--- config.mk ---
export PLATFORM = sky130hd
export DESIGN_NAME = jesd204_sysref_ctrl
export DESIGN_NICKNAME = d
export VERILOG_FILES = /design/src/rtl/jesd204_pkg.sv /design/src/rtl/jesd204_sysref_sync.sv /design/src/rtl/jesd204_sysref_ctrl.sv
export SDC_FILE = /design/constraint.sdc
export NUM_CORES = 1
export LEC_CHECK = 0
export CAP_MARGIN = 30
export CORE_MARGIN = 5
export CORE_UTILIZATION = 54
export CTS_CLUSTER_SIZE = 10
export DETAILED_ROUTE_END_ITERATION = 10
export PLACE_DENSITY = 0.86
export SLEW_MARGIN = 25
export SYNTH_ARGS = -nofsm -noshare
export SYNTH_HDL_FRONTEND = slang
export SYNTH_SLANG_ARGS = --single-unit
--- constraint.sdc ---
create_clock -name coreclk -period 4.2 [get_ports coreclk]
set_input_delay 1.26 -clock coreclk [delete_from_list [all_inputs] [get_ports coreclk]]
set_output_delay 1.26 -clock coreclk [all_outputs]
set_load 0.005 [all_outputs]
--- src/rtl/jesd204_pkg.sv ---
// Shared definitions for the JESD204 SYSREF / LMFC alignment controller.
//   state_t          : controller FSM encoding (3 bits, IDLE/SEEK/VERIFY/RUN)
//   LMFC_PERIOD_DEF  : default coreclk cycles per LMFC
//   LOCK_COUNT_DEF   : default number of consecutive good SYSREF periods for lock
//   width_of()       : bits needed to hold values 0..max_value (never less than 1)
package jesd204_pkg;

    typedef enum logic [2:0] {
        ST_IDLE   = 3'd0,
        ST_SEEK   = 3'd1,
        ST_VERIFY = 3'd2,
        ST_RUN    = 3'd3
    } state_t;

    localparam int LMFC_PERIOD_DEF = 32;
    localparam int LOCK_COUNT_DEF  = 4;

    function automatic int width_of(input int max_value);
        return (max_value < 2) ? 1 : $clog2(max_value + 1);
    endfunction

endpackage

--- src/rtl/jesd204_sysref_sync.sv ---
// SYSREF input conditioning: two-flop synchronizer into the local clock
// domain followed by a rising-edge detector.
//   clk         : local clock
//   srst        : synchronous active-high reset, clears all flops
//   sysref      : raw SYSREF, asynchronous to clk
//   sysref_edge : one-cycle pulse per synchronized rising edge
module jesd204_sysref_sync (
    input  logic clk,
    input  logic srst,
    input  logic sysref,
    output logic sysref_edge
);

    // [0],[1] form the synchronizer, [2] holds the previous synchronized level
    logic [2:0] sync_reg;

    always_ff @(posedge clk) begin
        if (srst) begin
            sync_reg <= '0;
        end else begin
            sync_reg <= {sync_reg[1:0], sysref};
        end
    end

    assign sysref_edge = sync_reg[1] & ~sync_reg[2];

endmodule

--- src/rtl/jesd204_sysref_ctrl.sv ---
// JESD204 link bring-up sequencer. Verifies that SYSREF is periodic at the
// programmed period, aligns a local LMFC counter to it, monitors its phase
// while running and holds the JESD core in reset until alignment is proven.
//   coreclk       : single clock
//   reset         : synchronous active-high reset
//   sysref        : board SYSREF (asynchronous)
//   arm           : one-cycle request to (re)start alignment
//   sysref_period : expected SYSREF spacing in coreclk cycles (multiple of LMFC_PERIOD)
//   lmfc_cnt      : LMFC phase, lmfc_pulse marks phase 0 while running
//   locked        : SYSREF verified and LMFC aligned
//   link_reset    : reset to the JESD core / transceivers
//   state         : FSM state, err_period / err_phase sticky error flags
//   realign_cnt   : saturating count of lock losses
module jesd204_sysref_ctrl
    import jesd204_pkg::*;
#(
    parameter int LMFC_PERIOD = LMFC_PERIOD_DEF,
    parameter int PERIOD_W    = 16,
    parameter int LOCK_COUNT  = LOCK_COUNT_DEF,
    parameter int RST_HOLD    = 16
) (
    input  logic                           coreclk,
    input  logic                           reset,
    input  logic                           sysref,
    input  logic                           arm,
    input  logic [PERIOD_W-1:0]            sysref_period,
    output logic [$clog2(LMFC_PERIOD)-1:0] lmfc_cnt,
    output logic                           lmfc_pulse,
    output logic                           locked,
    output logic                           link_reset,
    output logic [2:0]                     state,
    output logic                           err_period,
    output logic                           err_phase,
    output logic [7:0]                     realign_cnt
);

    localparam int LMFC_W = $clog2(LMFC_PERIOD);
    localparam int HOLD_W = width_of(RST_HOLD);
    localparam logic [LMFC_W-1:0] LMFC_LAST   = LMFC_W'(LMFC_PERIOD - 1);
    localparam logic [HOLD_W-1:0] HOLD_MAX    = HOLD_W'(RST_HOLD);
    localparam logic [3:0]        LOCK_TARGET = 4'(LOCK_COUNT);

    state_t              state_reg, state_next;
    logic [PERIOD_W-1:0] per_cnt_reg, per_cnt_next;
    logic [3:0]          good_reg, good_next;
    logic [HOLD_W-1:0]   hold_reg, hold_next;
    logic [LMFC_W-1:0]   lmfc_reg, lmfc_next;
    logic                pulse_reg, pulse_next;
    logic                locked_reg, locked_next;
    logic                link_reset_reg, link_reset_next;
    logic                err_period_reg, err_period_next;
    logic                err_phase_reg, err_phase_next;
    logic [7:0]          realign_reg, realign_next;

    logic                sysref_edge;
    logic                period_ok;
    logic                phase_ok;
    logic                timeout;
    logic [3:0]          good_inc;

    jesd204_sysref_sync u_sync (
        .clk         (coreclk),
        .srst        (reset),
        .sysref      (sysref),
        .sysref_edge (sysref_edge)
    );

    assign period_ok = (per_cnt_reg == sysref_period);
    assign phase_ok  = (lmfc_reg == LMFC_LAST);
    assign good_inc  = good_reg + 4'd1;
    // Widened compare so 2*sysref_period cannot overflow
    assign timeout   = ((state_reg == ST_VERIFY) || (state_reg == ST_RUN)) &&
                       ({1'b0, per_cnt_reg} > {sysref_period, 1'b0});

    // State and datapath registers
    always_ff @(posedge coreclk) begin
        if (reset) begin
            state_reg      <= ST_IDLE;
            per_cnt_reg    <= '0;
            good_reg       <= '0;
            hold_reg       <= '0;
            lmfc_reg       <= '0;
            pulse_reg      <= 1'b0;
            locked_reg     <= 1'b0;
            link_reset_reg <= 1'b1;
            err_period_reg <= 1'b0;
            err_phase_reg  <= 1'b0;
            realign_reg    <= '0;
        end else begin
            state_reg      <= state_next;
            per_cnt_reg    <= per_cnt_next;
            good_reg       <= good_next;
            hold_reg       <= hold_next;
            lmfc_reg       <= lmfc_next;
            pulse_reg      <= pulse_next;
            locked_reg     <= locked_next;
            link_reset_reg <= link_reset_next;
            err_period_reg <= err_period_next;
            err_phase_reg  <= err_phase_next;
            realign_reg    <= realign_next;
        end
    end

    // Next-state logic, including the event-driven good count and sticky flags.
    // arm has priority over everything, so a coincident edge is dropped.
    always_comb begin
        state_next      = state_reg;
        good_next       = good_reg;
        err_period_next = err_period_reg;
        err_phase_next  = err_phase_reg;
        realign_next    = realign_reg;
        if (arm) begin
            state_next      = ST_SEEK;
            good_next       = '0;
            err_period_next = 1'b0;
            err_phase_next  = 1'b0;
        end else begin
            case (state_reg)
                ST_IDLE: ;
                ST_SEEK: begin
                    if (sysref_edge) begin
                        state_next = ST_VERIFY;
                        good_next  = '0;
                    end
                end
                ST_VERIFY: begin
                    if (sysref_edge) begin
                        if (period_ok) begin
                            if (good_inc == LOCK_TARGET) begin
                                state_next = ST_RUN;
                                good_next  = '0;
                            end else begin
                                good_next = good_inc;
                            end
                        end else begin
                            err_period_next = 1'b1;
                            good_next       = '0;
                        end
                    end else if (timeout) begin
                        err_period_next = 1'b1;
                        good_next       = '0;
                        state_next      = ST_SEEK;
                    end
                end
                ST_RUN: begin
                    if (sysref_edge) begin
                        if (!period_ok || !phase_ok) begin
                            if (!period_ok) err_period_next = 1'b1;
                            if (!phase_ok)  err_phase_next  = 1'b1;
                            if (realign_reg != 8'hFF) realign_next = realign_reg + 8'd1;
                            good_next  = '0;
                            state_next = ST_VERIFY;
                        end
                    end else if (timeout) begin
                        err_period_next = 1'b1;
                        state_next      = ST_SEEK;
                    end
                end
                default: state_next = ST_IDLE;
            endcase
        end
    end

    // Output / counter logic, computed from the next state so every output
    // is a plain register and reflects a state change in the same cycle.
    always_comb begin
        if (arm) begin
            per_cnt_next = '0;
        end else if (sysref_edge) begin
            per_cnt_next = PERIOD_W'(1);
        end else if (&per_cnt_reg) begin
            per_cnt_next = per_cnt_reg;
        end else begin
            per_cnt_next = per_cnt_reg + PERIOD_W'(1);
        end

        lmfc_next = '0;
        hold_next = '0;
        if (state_next == ST_RUN && state_reg == ST_RUN) begin
            lmfc_next = (lmfc_reg == LMFC_LAST) ? '0 : lmfc_reg + LMFC_W'(1);
            hold_next = (hold_reg == HOLD_MAX) ? hold_reg : hold_reg + HOLD_W'(1);
        end

        pulse_next      = (state_next == ST_RUN) && (lmfc_next == '0);
        locked_next     = (state_next == ST_RUN);
        link_reset_next = !((state_next == ST_RUN) && (hold_next >= HOLD_MAX));
    end

    assign lmfc_cnt    = lmfc_reg;
    assign lmfc_pulse  = pulse_reg;
    assign locked      = locked_reg;
    assign link_reset  = link_reset_reg;
    assign state       = state_reg;
    assign err_period  = err_period_reg;
    assign err_phase   = err_phase_reg;
    assign realign_cnt = realign_reg;

endmodule

==> results.cfg <==
[logic_synthesis]
synth-compound-area-share_pct = 11.4
synth_top_family_by_area = simple AND/OR/NAND/NOR gates
syn-cell-area_um2 = 2820
synthesis.nets = 364
synth_mux_area_share_pct = 2.31
synth-seq-cells = 49
yosys.cell_types.count = 51
synth_flop_cell = dfxtp_1
yosysMostFrequentCell = dfxtp_1
synth_fa_ha_area_share_pct = 10.2
syn_inst = 321
synthXorXnorAreaFrac_pct = 11.8
yosysWarningCount = 0
seq_area_frac_synth_pct = 34.8
async_flop_share_pct = 0
synth_edf_count = 0
syn_area_per_cell_um2 = 8.79
yosys-top-cells-area = dfxtp_1 (35%), ha_1 (10%), xnor2_1 (8.7%), nor2_1 (5.2%), inv_1 (3.3%)
synth_simple_gate_area_share_pct = 24.7
synth_top_area_share_pct = 34.8
synth_common_cells = dfxtp_1 (49), nor2_1 (39), xnor2_1 (28)
synth_top_cell_by_area = dfxtp_1

[global_route]
grt_pass1_wl_um = 10800
antenna_found_initial = 0
grt_util_met2_pct = 35.2
grt-ovfl-total = 0
first_global_vias = 2370
grt-busiest-layer = met2
use_met1_pct = 26.3
grt.total_usage_pct = 20.7
met3_usage_pct = 3.15
grt_max_degree = 16

[floorplan]
coreArea_um2 = 5070
rows = 26
die_area_um2 = 6770
dieWidth_um = 82.3
fp.dieH_um = 82.3
start_util_pct = 55.6
ios = 41

[setup_path]
endpoint = link_reset
cp_data_arrival_time_ns = 4.09
reg2reg_to = link_reset
cp-startpoint = sysref_period[11]
crit_path_top_delay_cell = or4_4
crit_type = primary input to flip-flop
r2r_start = per_cnt_reg[11]
crit_path_frequent_cell = or4_4
cp_cell_sequence = clkdlybuf4s50_1 -> inv_1 -> ha_1 -> nand4_1 -> or4_4 -> o311a_1 -> o31a_2 -> or4_4 -> or2_2
reg2regPathDepth = 7
slowest_delay_ns = 0.55
crit_path_start_kind = primary input
cp.required_ns = 4.39
path_max_fanout = 3
end_kind = flip-flop
r2r_slack_ns = 1.39

[pwr]
swShare_pct = 22.1
pwr-share-clk_pct = 38.3
p_int_w = 0.000684
power_density_nw_per_um2 = 255
p_leak_nw = 1.33
peakVddDrop_uv = 161
switchingPower_w = 0.000194
p_seq_share_pct = 53.7
combPwrFrac_pct = 8.1

[place]
hpwl_um = 4990
gp_congestion = 0.839
place_worst_setup_slack_ns = 0.00425
port-buffer-count = 40

[cts]
post_cts_buffers = 0
cts-root-buf = clkbuf_8
cts_buffer_depth = 2
cts.sinks = 49
cts_tree = built
cts_max_level = 2
ctsHoldBuffers = 0
cts_buffers = 5
clkTransAtPathRegs_ns = 0.09
worstSkewPairLatency_ns = 0.30
cts_resized = 0

[timing]
fin_crit_sh_pct = 92.9
tightest_slew_ns = 0.543
finalHoldViolCount = 0
finalSetupViolCount = 0
layout_min_cycle_time_ns = 3.90
clock_skew_ns = 0.0101
worst_hold_slack_ns = 0.451
fmax_mhz = 256
rsz0062_at_grt = no
maxSlewViolCount = 0
fin_tns_setup_ns = 0
slew_headroom_pct = 63.4
setup_slack_ns = 0.298

[route]
first_pass_iters = 5
drc = 0
via_count = 2481
ant_nets = 0
wl_um = 6410
drtIter0Drc = 193
wire_per_inst_um = 14.6
avgViaCountPerCell = 5.64

[cells_and_area]
largest_register_ffs = 16
drive_gt1_share_pct = 8.65
nets = 412
area_growth_pct = 22.3
antenna_cells = 0

[job]
drv_cap = 0

[run_status]
status = finished clean

[hold_path]
hold_class = flip-flop to flip-flop
## final cells by class
class | count | area [um2]
Timing Repair Buffer | 49 | 468
Fill cell | 425 | 1630
Inverter | 25 | 93.8
Clock buffer | 6 | 72.6
Sequential cell | 49 | 981
Tap cell | 70 | 87.6
Multi-Input combinational cell | 239 | 1710
Clock inverter | 2 | 38.8
## placed cells by master, fill, tap and decap left out, types with 4 or more instances in the layout
master | Yosys | routed
nand2_1 | 10 | 10
dfxtp_1 | 49 | 49
xor2_1 | 10 | 10
nor2b_1 | 12 | 12
nand4_1 | 13 | 13
a211oi_1 | 4 | 4
nand3_1 | 14 | 14
clkbuf_8 | 0 | 5
a31oi_1 | 4 | 4
mux2_2 | 4 | 4
ha_1 | 23 | 23
inv_1 | 25 | 25
and3_1 | 7 | 7
a21oi_1 | 16 | 16
buf_4 | 0 | 9
nor3_1 | 5 | 5
nor2_1 | 39 | 39
xnor2_1 | 28 | 28
clkdlybuf4s50_1 | 0 | 40
## per-layer routing
metal	up-vias	wire, um
met2	85	3160
met4	0	66
met3	6	371
li1	1226	-
met1	1164	2810
met5	-	0
## power by group through the flow
stage / Combinational, W / Sequential, W / Clock, W
after floorplan: 0.0000349 / 0.000481 / 0
after global placement: 0.0000676 / 0.000482 / 0
after detailed placement: 0.0000698 / 0.000483 / 0
after CTS: 0.0000703 / 0.000472 / 0.000342
after global routing: 0.0000772 / 0.000473 / 0.000362
final: 0.0000708 / 0.000472 / 0.000336
## critical path: cells and delay by family
family | cells | cell delay, ns
AND/OR/NAND/NOR | 4 | 1.49
buffers and inverters | 2 | 0.56
AO/OA/AOI/OAI | 2 | 0.46
adder cells (fa/ha/maj) | 1 | 0.31
## how the worst min path moves through the flow
stage	start	cells after the start	to	slack (ns)
2_1_floorplan	u_sync.sync_reg[0]	1	u_sync.sync_reg[1]	0.41
3_5_place_dp	u_sync.sync_reg[0]	1	u_sync.sync_reg[1]	0.43
4_1_cts	u_sync.sync_reg[0]	1	u_sync.sync_reg[1]	0.45
5_1_grt	u_sync.sync_reg[0]	1	u_sync.sync_reg[1]	0.49
6_report	u_sync.sync_reg[0]	1	u_sync.sync_reg[1]	0.45
3_3_place_gp	u_sync.sync_reg[0]	1	u_sync.sync_reg[1]	0.42
## through the flow
| stage | instances | cell area [um2] | util [%] | total power (W) |
|---|---|---|---|---|
| after detailed placement | 432 | 3340 | 65.8 | 0.000552 |
| after CTS | 440 | 3450 | 68.0 | 0.000884 |
| after floorplan | 321 | 2820 | - | 0.000516 |
| final | 440 | 3450 | 68.0 | 0.000879 |
| after global routing | 440 | 3450 | 68.0 | 0.000912 |
| after global placement | 432 | 3340 | 65.8 | 0.000550 |
## cells by family (layout without fill, tap and decap cells)
logic type      Yosys count  count (layout)
compound gates           47              47
xor+xnor                 38              38
fa+ha+maj                23              23
buf+inv                  33              82
flops                    49              49
mux                       6               6
other cells               1               1
simple gates            124             124
(Power assumes the default switching activity.)
